`src/rtl/timer_sequencer_if.sv`:
```
// timer_sequencer_if: command port and status outputs of the interval timer
interface timer_sequencer_if #(
   parameter int CNT_W = 8,
   parameter int PRE_W = 4
);
   logic             cmd_valid;
   logic             cmd_ready;
   logic [1:0]       cmd_op;
   logic [CNT_W-1:0] cmd_len;
   logic             cmd_periodic;
   logic [PRE_W-1:0] pre_div;
   logic [CNT_W-1:0] count;
   logic             busy;
   logic             paused;
   logic             done;
   logic             err;
   logic [7:0]       periods;
   modport master (
      output cmd_valid, cmd_op, cmd_len, cmd_periodic, pre_div,
      input  cmd_ready, count, busy, paused, done, err, periods
   );
   modport slave (
      input  cmd_valid, cmd_op, cmd_len, cmd_periodic, pre_div,
      output cmd_ready, count, busy, paused, done, err, periods
   );
endinterface

```
`src/rtl/timer_sequencer.sv`:
```
// timer_sequencer: one-shot/periodic interval timer controller; TIMER_SEQ_PRESCALE_EN adds a step prescaler
module timer_sequencer #(
   parameter int CNT_W = 8,
   parameter int PRE_W = 4
) (
   input logic              clk,
   input logic              rst,
   timer_sequencer_if.slave bus
);
   typedef enum logic [1:0] {IDLE, RUN, PAUSE} state_t;
   localparam logic [1:0] OP_START = 2'b00, OP_PAUSE = 2'b01, OP_RESUME = 2'b10;
   state_t           state;
   logic [CNT_W-1:0] len_q;
   logic             periodic_q;
   logic             acc;
   logic             bad;
   logic             tick;
   logic             term;
`ifdef TIMER_SEQ_PRESCALE_EN
   logic [PRE_W-1:0] pre;
   logic [PRE_W-1:0] div_q;
`endif
   // decode the accepted command, its legality, and whether this cycle may step
   always_comb begin
      acc  = bus.cmd_valid && bus.cmd_ready;
      bad  = (bus.cmd_op == OP_START && (bus.cmd_len == '0 || state != IDLE)) ||
             (bus.cmd_op == OP_PAUSE && state != RUN) ||
             (bus.cmd_op == OP_RESUME && state != PAUSE);
`ifdef TIMER_SEQ_PRESCALE_EN
      tick = pre == div_q;
`else
      tick = 1'b1;
`endif
      term = bus.count == len_q - 1'b1;
   end
   // controller FSM; any accepted command (legal or not) suppresses the step on its edge
   always_ff @(posedge clk) begin
      if (rst) begin
         state         <= IDLE;
         len_q         <= '0;
         periodic_q    <= 1'b0;
         bus.cmd_ready <= 1'b0;
         bus.count     <= '0;
         bus.busy      <= 1'b0;
         bus.paused    <= 1'b0;
         bus.done      <= 1'b0;
         bus.err       <= 1'b0;
         bus.periods   <= '0;
`ifdef TIMER_SEQ_PRESCALE_EN
         pre           <= '0;
         div_q         <= '0;
`endif
      end else begin
         bus.cmd_ready <= 1'b1;
         bus.done      <= 1'b0;
         bus.err       <= 1'b0;
         if (acc && bad) begin
            bus.err <= 1'b1;
         end else if (acc) begin
            case (bus.cmd_op)
               OP_START: begin
                  state       <= RUN;
                  bus.busy    <= 1'b1;
                  bus.count   <= '0;
                  bus.periods <= '0;
                  len_q       <= bus.cmd_len;
                  periodic_q  <= bus.cmd_periodic;
`ifdef TIMER_SEQ_PRESCALE_EN
                  pre         <= '0;
                  div_q       <= bus.pre_div;
`endif
               end
               OP_PAUSE: begin
                  state      <= PAUSE;
                  bus.paused <= 1'b1;
               end
               OP_RESUME: begin
                  state      <= RUN;
                  bus.paused <= 1'b0;
               end
               default: begin
                  state      <= IDLE;
                  bus.busy   <= 1'b0;
                  bus.paused <= 1'b0;
                  bus.count  <= '0;
`ifdef TIMER_SEQ_PRESCALE_EN
                  pre        <= '0;
`endif
               end
            endcase
         end else if (state == RUN) begin
`ifdef TIMER_SEQ_PRESCALE_EN
            pre <= tick ? '0 : pre + 1'b1;
`endif
            if (tick && term) begin
               bus.count   <= '0;
               bus.done    <= 1'b1;
               bus.periods <= bus.periods + 1'b1;
               if (!periodic_q) begin
                  state    <= IDLE;
                  bus.busy <= 1'b0;
               end
            end else if (tick) begin
               bus.count <= bus.count + 1'b1;
            end
         end
      end
   end
endmodule

```
`src/flat_wrapper.sv`:
```
// flat-port wrapper written by rule: the top's interface ports become plain ports
module timer_sequencer_flat 
#(
   parameter int CNT_W = 8,
   parameter int PRE_W = 4
)
  (clk, rst, bus_cmd_valid, bus_cmd_op, bus_cmd_len, bus_cmd_periodic, bus_pre_div, bus_cmd_ready, bus_count, bus_busy, bus_paused, bus_done, bus_err, bus_periods);
  timer_sequencer_if #(.CNT_W(CNT_W), .PRE_W(PRE_W)) bus_i ();
  input logic clk;
  input logic rst;
  input wire logic [$bits(bus_i.cmd_valid)-1:0] bus_cmd_valid;
  input wire logic [$bits(bus_i.cmd_op)-1:0] bus_cmd_op;
  input wire logic [$bits(bus_i.cmd_len)-1:0] bus_cmd_len;
  input wire logic [$bits(bus_i.cmd_periodic)-1:0] bus_cmd_periodic;
  input wire logic [$bits(bus_i.pre_div)-1:0] bus_pre_div;
  output wire logic [$bits(bus_i.cmd_ready)-1:0] bus_cmd_ready;
  output wire logic [$bits(bus_i.count)-1:0] bus_count;
  output wire logic [$bits(bus_i.busy)-1:0] bus_busy;
  output wire logic [$bits(bus_i.paused)-1:0] bus_paused;
  output wire logic [$bits(bus_i.done)-1:0] bus_done;
  output wire logic [$bits(bus_i.err)-1:0] bus_err;
  output wire logic [$bits(bus_i.periods)-1:0] bus_periods;
  assign bus_i.cmd_valid = bus_cmd_valid;
  assign bus_i.cmd_op = bus_cmd_op;
  assign bus_i.cmd_len = bus_cmd_len;
  assign bus_i.cmd_periodic = bus_cmd_periodic;
  assign bus_i.pre_div = bus_pre_div;
  assign bus_cmd_ready = bus_i.cmd_ready;
  assign bus_count = bus_i.count;
  assign bus_busy = bus_i.busy;
  assign bus_paused = bus_i.paused;
  assign bus_done = bus_i.done;
  assign bus_err = bus_i.err;
  assign bus_periods = bus_i.periods;
  timer_sequencer #(.CNT_W(CNT_W), .PRE_W(PRE_W)) u_core (.clk(clk), .rst(rst), .bus(bus_i));
endmodule
```
`config.mk`:
```
export PLATFORM = sky130hd
export DESIGN_NAME = timer_sequencer_flat
export DESIGN_NICKNAME = d
export VERILOG_FILES = /design/src/rtl/timer_sequencer_if.sv /design/src/rtl/timer_sequencer.sv /design/src/flat_wrapper.sv
export SDC_FILE = /design/constraint.sdc
export NUM_CORES = 1
export LEC_CHECK = 0
export CAP_MARGIN = 10
export CORE_MARGIN = 3
export CORE_UTILIZATION = 34
export CTS_CLUSTER_DIAMETER = 30
export DETAILED_ROUTE_END_ITERATION = 6
export PLACE_DENSITY = 0.61
export SYNTH_ARGS = -nofsm -noshare
export SYNTH_HDL_FRONTEND = slang
export SYNTH_SLANG_ARGS = --single-unit
```
`constraint.sdc`:
```
create_clock -name clk -period 2.85 [get_ports clk]
set_input_delay 0.57 -clock clk [delete_from_list [all_inputs] [get_ports clk]]
set_output_delay 0.57 -clock clk [all_outputs]
set_load 0.02 [all_outputs]
```
==> Flow_metrics.wiki, run 1 <==
{| class="wikitable"
! Metric !! Value
|-
| Outcome || finished, final reports clean
|-
| Number of antenna violations at the first check in global routing || 0
|-
| Synthesis-stage register bit count || 32
|-
| Post-synthesis instance area || ~2000 um^2
|-
| Worst Tran Pin Value || approximately 0.48 ns
|-
| Final setup viols || 0
|-
| RSZ-0062 raised after global routing || false
|-
| Number of cells on the worst reg-to-reg path || 7
|-
| Cell Pwr Density || between 400 and 500 nW/um^2
|-
| Total count of max-transition violations in the final report || 0
|-
| Delay of the slowest critical-path stage || around 0.50 ns
|-
| Synthesized area divided by synthesized cell count || 9.29 um^2
|-
| Timing-limited maximum frequency || ~420 MHz
|-
| Highest fanout seen on the critical path || 8
|-
| Via total after detailed routing || 1622
|-
| Count of buffering cells on the critical path with inverters included || 3
|-
| Clk pwr share || 43.7%
|-
| Global router's overall resource usage || between 10% and 20%
|-
| Remaining Overflow, GRT || 0
|-
| Commonest cells after routing, fill and taps aside || clkdlybuf4s50_1, dfxtp_1, mux2i_1, nor2_1
|-
| Worst hold-check slack || 0.485 ns
|-
| Number of gates given a new drive strength after cts || 0
|-
| Net switching fraction of the power || about a quarter
|-
| Critical Path Sink Type || register
|-
| Sequential cell fraction of total power || between 40% and 50%
|-
| Initial core utilization || a little over a third
|-
| Number of buffers on the longest clock path || 2
|-
| Clock tree from TritonCTS || built
|-
| Arrival time at the worst endpoint || 2.58 ns
|-
| Number of placement rows || 27
|-
| Total instance count after detailed placement || 315
|-
| Crit path max-delay family || buffers and inverters
|-
| CP startpoint kind || input port
|-
| Sw power || 0.000251 W
|-
| Slack of the worst reg-to-reg path || 0.46 ns
|-
| CTS hold repair buffers || 0
|-
| Number of levels the H-tree was split into || 2
|-
| Detail-routed via count per cell || 5.02
|-
| Final instance count without filler cells || 323
|-
| Combinational share of power || 11.0%
|-
| P&R area growth vs syn || 27.3%
|-
| Depth of the critical timing path with buffers and inverters included || 9
|-
| Clock tree root driver cell || clkbuf_8
|-
| Diode insertion count for antenna repair || 0
|-
| DRT antenna net count || 0
|-
| Ratio of cells with drive above 1 in the final layout || 12.0%
|-
| DRC violation total after the first TritonRoute iteration || 99
|-
| Initial DRT Pass Iterations || 4
|-
| Fin Clk Skew || 0.00671 ns
|-
| Distinct cells, synth || 44
|-
| Via count of the first global-routing pass || 1476
|-
| Worst min path class || register to register
|-
| Core Area || 5540 um^2
|-
| Fin crit share || 84.4%
|-
| Number of buffers inserted during clock tree synthesis || 5
|-
| Worst hold path stage count || 2
|-
| Total Negative Setup Slacks || 0 ns
|-
| Top-level port count || 39
|-
| Synthesized net count || approximately 240
|-
| Internal power || 0.000769 W
|-
| Most common flop cell mapped by yosys || dfxtp_1
|-
| WL per Instance || 12.9 um
|-
| Max Cap Violations || 0
|-
| Chip width || about 82 um
|-
| Net count, final || 275
|-
| Worst setup path category || input port to register
|-
| Lkg Pwr || 0.894 nW
|-
| Clock latency on the worst-skew pair || 0.28 ns
|-
| Time the final worst path needs with I/O delays and setup || 2.41 ns
|-
| Crit-path cells || clkdlybuf4s50_1, inv_1, ha_1, a211oi_1, o22ai_2, buf_4, nor4b_1, xnor2_1, nor3_1
|-
| Number of synthesized flops with an enable pin || 0
|-
| Clock Sink Count || 32
|-
| Routability-driven placement congestion ratio || 0.782
|-
| Max_slew headroom || 67.9%
|-
| Count of mapped cells out of synthesis || between 200 and 250
|-
| Share of synthesized flip-flops with an asynchronous set or reset || 0%
|-
| Height of the die || 82.1 um
|-
| Most common cell after layout, fill and taps aside || clkdlybuf4s50_1
|-
| Post-synthesis sequential area ratio || 32.5%
|-
| Post-CTS setup repair buffer count || 0
|-
| Die Area || 6740 um^2
|-
| Clock-pin slew on the worst setup and hold paths || 0.07 ns
|-
| Worst ir drop on vdd || approximately 0.26 mV
|-
| Detailed placer's ending HPWL || 3160 um
|-
| Crit-path slowest cell || clkdlybuf4s50_1
|-
| Worst path required time || approximately 3 ns
|-
| Number of failing hold endpoints at the final stage || 0
|-
| Post-route DRC || 0
|-
| PortBufs || 34
|-
| Count of yosys warnings during synthesis || 0
|-
| Global-route wire length before repair || about 7000 um
|-
| Largest net degree at the start of global routing || 16
|-
| WL final || 4170 um
|}
[flip-flops by register name, summed over array words and instances, names as in the netlist]
| register | cells |
|---|---|
| u_core.bus.cmd_ready | 1 |
| u_core.bus.count | 8 |
| u_core.bus.paused | 1 |
| u_core.bus.busy | 1 |
| u_core.bus.err | 1 |
| u_core.bus.periods | 8 |
| u_core.len_q | 8 |
| u_core.periodic_q | 1 |
| u_core.bus.done | 1 |
| u_core.state | 2 |
[worst register-to-register path, delay by kind of cell, from the launching register on]
family / cells / cell delay (ns)
AO/OA/AOI/OAI: 1 / 0.49
adder cells (fa/ha/maj): 1 / 0.26
buffers and inverters: 1 / 0.08
flip-flops: 1 / 0.46
multiplexers: 1 / 0.21
AND/OR/NAND/NOR: 3 / 0.81
[synthesized netlist by cell type, types with 5 or more instances]
cell type,count,share of area [%]
nand3_1,14,3.6
nand2_1,13,2.5
nor4_1,6,1.9
nor3_1,14,3.6
dfxtp_1,32,33
inv_1,7,1.3
a2111oi_4,5,7.0
ha_1,7,4.4
nand2b_1,9,2.9
mux2i_1,19,9.7
nor2_1,16,3.0
xnor2_1,13,5.8
a211oi_1,6,2.3
[cell type report]
cell class,instances,area (um^2)
fillers,560,3030
multi-input cells,162,1230
flip-flops and latches,32,641
repair buffers,42,400
well taps,72,90.1
clock buffers,5,68.8
clock inverters,3,46.3
inverters,7,26.3
[metal layers]
metal / vias to the layer above / GRT usage [%] / part of all wire [%]
met1: 742 / 18.3 / 49
met5: - / 0 / 0
li1: 842 / - / -
met3: 4 / 2.93 / 4.1
met2: 34 / 21.2 / 46
met4: 0 / 3.49 / 1.0
[power by group through the flow]
stage | logic [W] | registers (W) | clock network [W]
after detailed placement | 0.000112 | 0.000472 | 0
after floorplan | 0.0000657 | 0.000474 | 0
after CTS | 0.000113 | 0.000461 | 0.000461
after global routing | 0.000125 | 0.000462 | 0.000482
after global placement | 0.000112 | 0.000472 | 0
final | 0.000112 | 0.000461 | 0.000446
[kinds of logic (layout without fill, tap and decap cells)]
group	count (synthesis)	in the layout	share of synthesized area [%]
adders and majority gates	7	7	4.45
xor gates and xnor gates	16	16	7.12
DFF	32	32	32.5
AOI/OAI and AO/OA	28	28	16.1
muxes	19	19	9.66
buffers and inverters	18	57	4.76
and+or+nand+nor	92	92	25.4
[stage by stage]
| step | total power (W) | worst slack [ns] | area [um^2] | utilization, % |
|---|---|---|---|---|
| 5_1_grt | 0.00107 | 0.239 | 2510 | 45.3 |
| 4_1_cts | 0.00104 | 0.423 | 2510 | 45.3 |
| 3_3_place_gp | 0.000584 | 0.203 | 2390 | 43.2 |
| 6_report | 0.00102 | 0.444 | 2510 | 45.3 |
| 3_5_place_dp | 0.000585 | 0.163 | 2390 | 43.2 |
| 2_1_floorplan | 0.000540 | 0.674 | 1970 | - |
[path summary, 6_finish.rpt]
kind                    startpoint               endpoint
max                  bus_cmd_op[0]    u_core.bus.count[6]
min          u_core.bus.periods[6]  u_core.bus.periods[6]
max reg2reg        u_core.len_q[1]  u_core.bus.periods[7]
min reg2reg  u_core.bus.periods[6]  u_core.bus.periods[6]
Note: power is estimated with default switching activity, not from simulation.
==> inputs of run 2 (changes only) <==
Settings changed: PLACE_DENSITY 0.61 to 0.63.
Clock period 2.85 ns to 2.1 ns, I/O delays scaled along.
==> run 2 against run 1 <==
  * Sequential power grew 36%
  * Clock-buffer cell count rose by 2
  * Setup slack got worse by 0.37 ns
  * Non-clock buffer count rose by 33
  * Die area stayed put
  * Register-to-register slack got worse by 0.39 ns
  * Flip-flop and latch count stayed put
  * Worst hold slack worse by 0.0069 ns
  * Global-route usage increased by 1.7 points
  * Critical path type is now register to register
  * Largest power group unchanged
  * Highest routed layer unchanged
==> Flow_metrics.wiki, run 2 (synthesis results as in run 1) <==
{| class="wikitable"
! Metric !! Value
|-
| Max_slew headroom || 76.2% (was 67.9%)
|-
| Final total power || 0.00135 W (was 0.00102 W)
|-
| Fillcell total || 523 (was 560)
|-
| Largest net degree at the start of global routing || 16 (unchanged)
|-
| DRT antenna net count || 0 (unchanged)
|-
| Initial core utilization || 35.5% (unchanged)
|-
| Final setup viols || 0 (unchanged)
|-
| Chip width || 82.1 um (unchanged)
|-
| WL final || 4740 um (was 4170 um)
|-
| Global-route wire length before repair || 7800 um (was 6980 um)
|-
| Initial DRT Pass Iterations || 4 (unchanged)
|-
| Worst min path class || register to register (unchanged)
|-
| Cell Pwr Density || 464 nW/um^2 (was 407 nW/um^2)
|-
| Number of buffers inserted during clock tree synthesis || 5 (unchanged)
|-
| Clock tree from TritonCTS || built (unchanged)
|-
| Timing-limited maximum frequency || 493 MHz
|-
| Die Area || 6740 um^2 (unchanged)
|-
| Registers with the most flip-flops || u_core.bus.count x8, u_core.bus.periods x8, u_core.len_q x8 (unchanged)
|-
| Highest fanout seen on the critical path || 11 (was 8)
|-
| Most common cell after layout, fill and taps aside || buf_4 (was clkdlybuf4s50_1)
|-
| Via total after detailed routing || 1754 (was 1622)
|-
| PortBufs || 34 (unchanged)
|-
| Commonest cells after routing, fill and taps aside || buf_4, clkdlybuf4s50_1, dfxtp_1, mux2i_1, nor2_1 (was clkdlybuf4s50_1, dfxtp_1, mux2i_1, nor2_1)
|-
| Number of failing hold endpoints at the final stage || 0 (unchanged)
|-
| Total count of max-transition violations in the final report || 0 (unchanged)
|-
| Routability-driven placement congestion ratio || 0.834 (was 0.782)
|-
| Diode insertion count for antenna repair || 0 (unchanged)
|-
| Arrival time at the worst endpoint || 2.24 ns (was 2.58 ns)
|-
| DRC violation total after the first TritonRoute iteration || 80 (was 99)
|-
| Top-level port count || 39 (unchanged)
|-
| Time the final worst path needs with I/O delays and setup || 2.03 ns
|-
| Clock-pin slew on the worst setup and hold paths || 0.07 ns (about the same)
|-
| P&R area growth vs syn || 48.1% (was 27.3%)
|-
| Post-route DRC || 0 (unchanged)
|-
| Worst Tran Pin Value || 0.354 ns (was 0.479 ns)
|-
| Ratio of cells with drive above 1 in the final layout || 29.3% (was 12.0%)
|-
| Number of antenna violations at the first check in global routing || 0 (unchanged)
|-
| Number of levels the H-tree was split into || 2 (unchanged)
|-
| Detailed placer's ending HPWL || 3600 um (was 3160 um)
|-
| Worst ir drop on vdd || 0.240 mV (was 0.261 mV)
|-
| Fin Clk Skew || 0.00677 ns (was 0.00671 ns)
|-
| WL per Instance || 13.3 um (was 12.9 um)
|-
| Worst setup path category || register to register (was input port to register)
|-
| Worst path required time || 2.31 ns (was 3.03 ns)
|-
| Clock tree root driver cell || clkbuf_8 (unchanged)
|-
| Clock latency on the worst-skew pair || 0.28 ns (about the same)
|-
| Fin crit share || 96.5%
|-
| RSZ-0062 raised after global routing || true (was false)
|-
| Net count, final || 308 (was 275)
|-
| Final Instance Area || 2920 um^2 (was 2510 um^2)
|-
| Critical Path Sink Type || register (unchanged)
|-
| Via count of the first global-routing pass || 1693 (was 1476)
|-
| Max Cap Violations || 0 (unchanged)
|-
| Placed inst area || 2690 um^2 (was 2390 um^2)
|-
| Outcome || finished, final reports clean (unchanged)
|-
| Global router's overall resource usage || 15.1% (was 13.4%)
|-
| Clock Sink Count || 32 (unchanged)
|-
| Remaining Overflow, GRT || 0 (unchanged)
|-
| Number of placement rows || 27 (unchanged)
|-
| Detail-routed via count per cell || 4.94 (was 5.02)
|-
| CP startpoint kind || register (was input port)
|-
| Height of the die || 82.1 um (unchanged)
|-
| Lkg Pwr || 1.09 nW (was 0.894 nW)
|-
| Number of buffers on the longest clock path || 2 (unchanged)
|-
| Core Area || 5540 um^2 (unchanged)
|}
## run 2: cell count changes in the layout (fill, tap and decap cells not counted), moves of 3 or more
cell,previous run,this run
nor4_2,0,3
nor3_2,1,5
nor3_1,14,10
buf_4,8,36
buf_12,0,4
nor4_1,6,1
## run 2: routing by layer
| metal | wire length (um) | GRT usage [%] | vias to the layer above |
|---|---|---|---|
| li1 | - | - | 917 |
| met1 | 2230 | 18.8 | 809 |
| met2 | 2330 | 26.1 | 22 |
| met3 | 114 | 3.58 | 6 |
| met4 | 57 | 3.99 | 0 |
| met5 | 0 | 0 | - |
## run 2: path summary, 6_finish.rpt
| path | start | slack (ns) | endpoint | depth (start not counted) |
|---|---|---|---|---|
| max | u_core.len_q[2] | 0.07 | u_core.bus.periods[7] | 7 |
| max reg2reg | u_core.len_q[2] | 0.07 | u_core.bus.periods[7] | 7 |
| min reg2reg | u_core.bus.periods[7] | 0.48 | u_core.bus.periods[7] | 2 |
| min | u_core.bus.periods[7] | 0.48 | u_core.bus.periods[7] | 2 |
## run 2: where the power goes
part           leakage (nW)  internal (W)  switching [W]
clock                0.0503      0.000292       0.000220
sequential            0.259      0.000616      0.0000106
combinational         0.783      0.000113       0.000102
## run 2: cell type report
class                   count  area, um^2  share of cell area (%)
clock buffers               7        96.3                    3.30
multi-input cells         162        1360                    46.6
well taps                  72        90.1                    3.09
inverters                   7        26.3                   0.901
flip-flops and latches     32         642                    22.0
repair buffers             75         702                    24.1
## run 2: critical path, cell delays in order, from the launching register on
cell and delay, ns:
dfxtp_1 0.34, nor3_1 0.34, a31oi_2 0.19, nor4_2 0.27, o21ai_1 0.13, buf_12 0.18
a2111oi_4 0.30, mux2i_1 0.21
## run 2: stage by stage
stage / util, % / hold WS (ns) / setup WS, ns / setup TNS [ns] / instances
global placement: 48.6 / 0.456 / -0.319 / -6.05 / 348
floorplan: - / 0.482 / 0.0567 / 0 / 212
global route: 52.6 / 0.504 / -0.0679 / -0.458 / 355
detailed placement: 48.6 / 0.471 / -0.350 / -6.69 / 348
CTS: 50.7 / 0.480 / 0.0128 / 0 / 355
finish: 52.6 / 0.478 / 0.0730 / 0 / 355
## run 2: timing repair
action / 4_1_cts / 5_1_grt
resized for setup: 4 / 21
buffers inserted: 0 / 0
hold buffers: 0 / 0
pin swaps: 0 / 4
gates cloned: 0 / 0
endpoints found under the setup margin: 7 / 26
==> inputs of run 3 (changes only) <==
Settings changed: CORE_UTILIZATION 34 to 45, GPL_ROUTABILITY_DRIVEN set to 1, MAX_ROUTING_LAYER set to met4, PLACE_DENSITY 0.63 to 0.78.
==> run 3 against run 2 <==
  * Sequential share of layout area is 0.20 points lower
  * Total power is 0.96% higher
  * Utilization is 19 points higher
  * Combinational power is 7% higher
  * First-iteration DRC count is 130% higher
  * Non-clock buffer count is 4 lower
  * Global-route usage is 4.4 points higher
  * Cell area is 0.90% higher
  * Fmax is 2.7% lower
  * Critical endpoint is now u_core.bus.count[6]
==> Flow_metrics.wiki, run 3 (synthesis results as in run 1) <==
{| class="wikitable"
! Metric !! Value
|-
| Outcome || finished, final reports clean (unchanged)
|-
| Diode insertion count for antenna repair || 0 (unchanged)
|-
| Delay of the slowest critical-path stage || 0.44 ns (was 0.34 ns)
|-
| Clock tree root driver cell || clkbuf_8 (unchanged)
|-
| Die Area || 5210 um^2 (was 6740 um^2)
|-
| Worst ir drop on vdd || 0.315 mV (was 0.240 mV)
|-
| Crit-path slowest cell || or3_4 (was dfxtp_1)
|-
| Height of the die || 72.2 um (was 82.1 um)
|-
| Count of buffering cells on the critical path with inverters included || 3 (was 1)
|-
| Timing-limited maximum frequency || 480 MHz (was 493 MHz)
|-
| Combinational share of power || 16.8% (was 15.9%)
|-
| Worst min path class || input port to register (was register to register)
|-
| Remaining Overflow, GRT || 0 (unchanged)
|-
| Global router's overall resource usage || 19.5% (was 15.1%)
|-
| Most common cell after layout, fill and taps aside || buf_4 (unchanged)
|-
| Crit path max-delay family || simple AND/OR/NAND/NOR gates (was compound AO/OA/AOI/OAI gates)
|-
| Internal power || 0.00102 W (about the same)
|-
| CP startpoint kind || register (unchanged)
|-
| Crit-path cells || or3_4, nor4_4, buf_4, nor4_4, o21ai_2, buf_12, a211oi_2, buf_4, nor3_1 (was nor3_1, a31oi_2, nor4_2, o21ai_1, buf_12, a2111oi_4, mux2i_1)
|-
| Via total after detailed routing || 1851 (was 1754)
|-
| Worst setup path category || register to register (unchanged)
|-
| Number of buffers inserted during clock tree synthesis || 5 (unchanged)
|-
| Routability-driven placement congestion ratio || 0.803 (was 0.834)
|-
| Detailed placer's ending HPWL || 3510 um (was 3600 um)
|-
| Fin Clk Skew || 0.00414 ns (was 0.00677 ns)
|-
| Clk pwr share || 37.3% (was 37.8%)
|-
| Clock tree from TritonCTS || built (unchanged)
|-
| Total count of max-transition violations in the final report || 0 (unchanged)
|-
| DRC violation total after the first TritonRoute iteration || 181 (was 80)
|-
| Critical Path Sink Type || register (unchanged)
|-
| Number of placement rows || 23 (was 27)
|-
| Lkg Pwr || 1.17 nW (was 1.09 nW)
|-
| Largest net degree at the start of global routing || 16 (unchanged)
|-
| Time the final worst path needs with I/O delays and setup || 2.08 ns (was 2.03 ns)
|-
| Fillcell total || 286 (was 523)
|-
| P&R area growth vs syn || 49.4% (was 48.1%)
|-
| DRT antenna net count || 0 (unchanged)
|-
| Net switching fraction of the power || 25.3% (was 24.6%)
|-
| Clock-pin slew on the worst setup and hold paths || 0.06 ns (was 0.07 ns)
|-
| Sequential cell fraction of total power || 45.9% (was 46.3%)
|-
| Global-route wire length before repair || 7820 um (was 7800 um)
|-
| Worst path required time || 2.31 ns (about the same)
|-
| Number of antenna violations at the first check in global routing || 0 (unchanged)
|-
| Final setup viols || 0 (unchanged)
|-
| PortBufs || 34 (unchanged)
|-
| Clock latency on the worst-skew pair || 0.28 ns (about the same)
|-
| Net count, final || 304 (was 308)
|-
| Number of buffers on the longest clock path || 2 (unchanged)
|-
| Arrival time at the worst endpoint || 2.29 ns (was 2.24 ns)
|-
| WL final || 5600 um (was 4740 um)
|-
| Number of levels the H-tree was split into || 2 (unchanged)
|-
| Fin crit share || 99.2% (was 96.5%)
|-
| Detail-routed via count per cell || 5.63 (was 4.94)
|-
| Commonest cells after routing, fill and taps aside || buf_4, dfxtp_1, clkdlybuf4s50_1, mux2i_1, nor2_1 (was buf_4, clkdlybuf4s50_1, dfxtp_1, mux2i_1, nor2_1)
|-
| Highest fanout seen on the critical path || 11 (unchanged)
|-
| CTS hold repair buffers || 0 (unchanged)
|-
| Ratio of cells with drive above 1 in the final layout || 30.1% (was 29.3%)
|-
| Post-route DRC || 0 (unchanged)
|-
| Core Area || 4120 um^2 (was 5540 um^2)
|-
| Final total power || 0.00137 W (was 0.00135 W)
|-
| Clock Sink Count || 32 (unchanged)
|-
| Registers with the most flip-flops || u_core.bus.count x8, u_core.bus.periods x8, u_core.len_q x8 (unchanged)
|-
| Cell Pwr Density || 464 nW/um^2 (about the same)
|-
| Top-level port count || 39 (unchanged)
|-
| Core Util, Final || 71.5% (was 52.6%)
|-
| WL per Instance || 17.0 um (was 13.3 um)
|-
| Chip width || 72.2 um (was 82.1 um)
|-
| Sw power || 0.000346 W (was 0.000333 W)
|-
| Initial DRT Pass Iterations || 4 (unchanged)
|-
| Via count of the first global-routing pass || 1716 (was 1693)
|-
| Worst Tran Pin Value || 0.354 ns (about the same)
|-
| Max_slew headroom || 76.3% (was 76.2%)
|-
| Max Cap Violations || 0 (unchanged)
|-
| Initial core utilization || 47.9% (was 35.5%)
|-
| Number of failing hold endpoints at the final stage || 0 (unchanged)
|}
==> run 3: cell types whose count changed in the layout (fill, tap and decap cells not counted), sizes merged <==
| cell | before | now |
|---|---|---|
| buf | 41 | 37 |
| clkdlybuf4s50 | 34 | 24 |
| dlymetal6s2s | 0 | 10 |
==> run 3: metal layers <==
layer | routed length, um | track usage, % | vias up
met5 | 0 | - | -
met4 | 97 | 6.26 | 0
met3 | 279 | 3.32 | 8
met2 | 2780 | 31.7 | 59
met1 | 2440 | 24.6 | 886
li1 | - | - | 898
==> run 3: stage by stage <==
stage,hold slack (ns),TNS (ns),cells,instance area [um^2],setup slack (ns)
after floorplan,0.482,0,212,1970,0.0567
after global placement,0.454,-6.12,319,2610,-0.382
after detailed placement,0.467,-7.64,319,2610,-0.502
after CTS,0.475,0,326,2750,0.00372
after global routing,0.464,-0.557,329,2940,-0.0812
final,0.449,0,329,2940,0.0161
==> run 3: repair_timing <==
| action | CTS | global route |
|---|---|---|
| resized for setup | 9 | 37 |
| hold endpoints to repair | 0 | 0 |
| pin swaps | 0 | 12 |
| buffers inserted | 0 | 3 |
| endpoints found under the setup margin | 9 | 26 |
==> run 3: power groups by stage <==
stage	registers [W]	logic, W	clock network [W]
final	0.000627	0.000229	0.000509
after detailed placement	0.000639	0.000186	0
after global placement	0.000639	0.000182	0
after CTS	0.000626	0.000194	0.000516
after floorplan	0.000643	0.0000892	0
after global routing	0.000628	0.000245	0.000535
==> run 3: cell type report <==
cell class                 instances  area (um^2)  share of cell area [%]
clock buffer                       7         96.3                    3.27
inverter                           7         26.3                   0.893
multi-input combinational        162         1420                    48.3
sequential                        32          642                    21.8
tap                               50         62.6                    2.13
timing repair buffer              71          693                    23.6
==> run 3: worst paths after layout <==
check / start / endpoint / slack, ns / cells past startpoint
max reg2reg: u_core.len_q[2] / u_core.bus.count[6] / 0.02 / 9
min reg2reg: u_core.bus.periods[7] / u_core.bus.periods[7] / 0.47 / 2
max: u_core.len_q[2] / u_core.bus.count[6] / 0.02 / 9
min: bus_cmd_len[0] / u_core.len_q[0] / 0.45 / 3
==> run 3: tightest hold or removal path: cells and delay by family <==
kind	cells	cell delay, ns
buf+inv	1	0.12
mux	1	0.08
simple gates	1	0.07
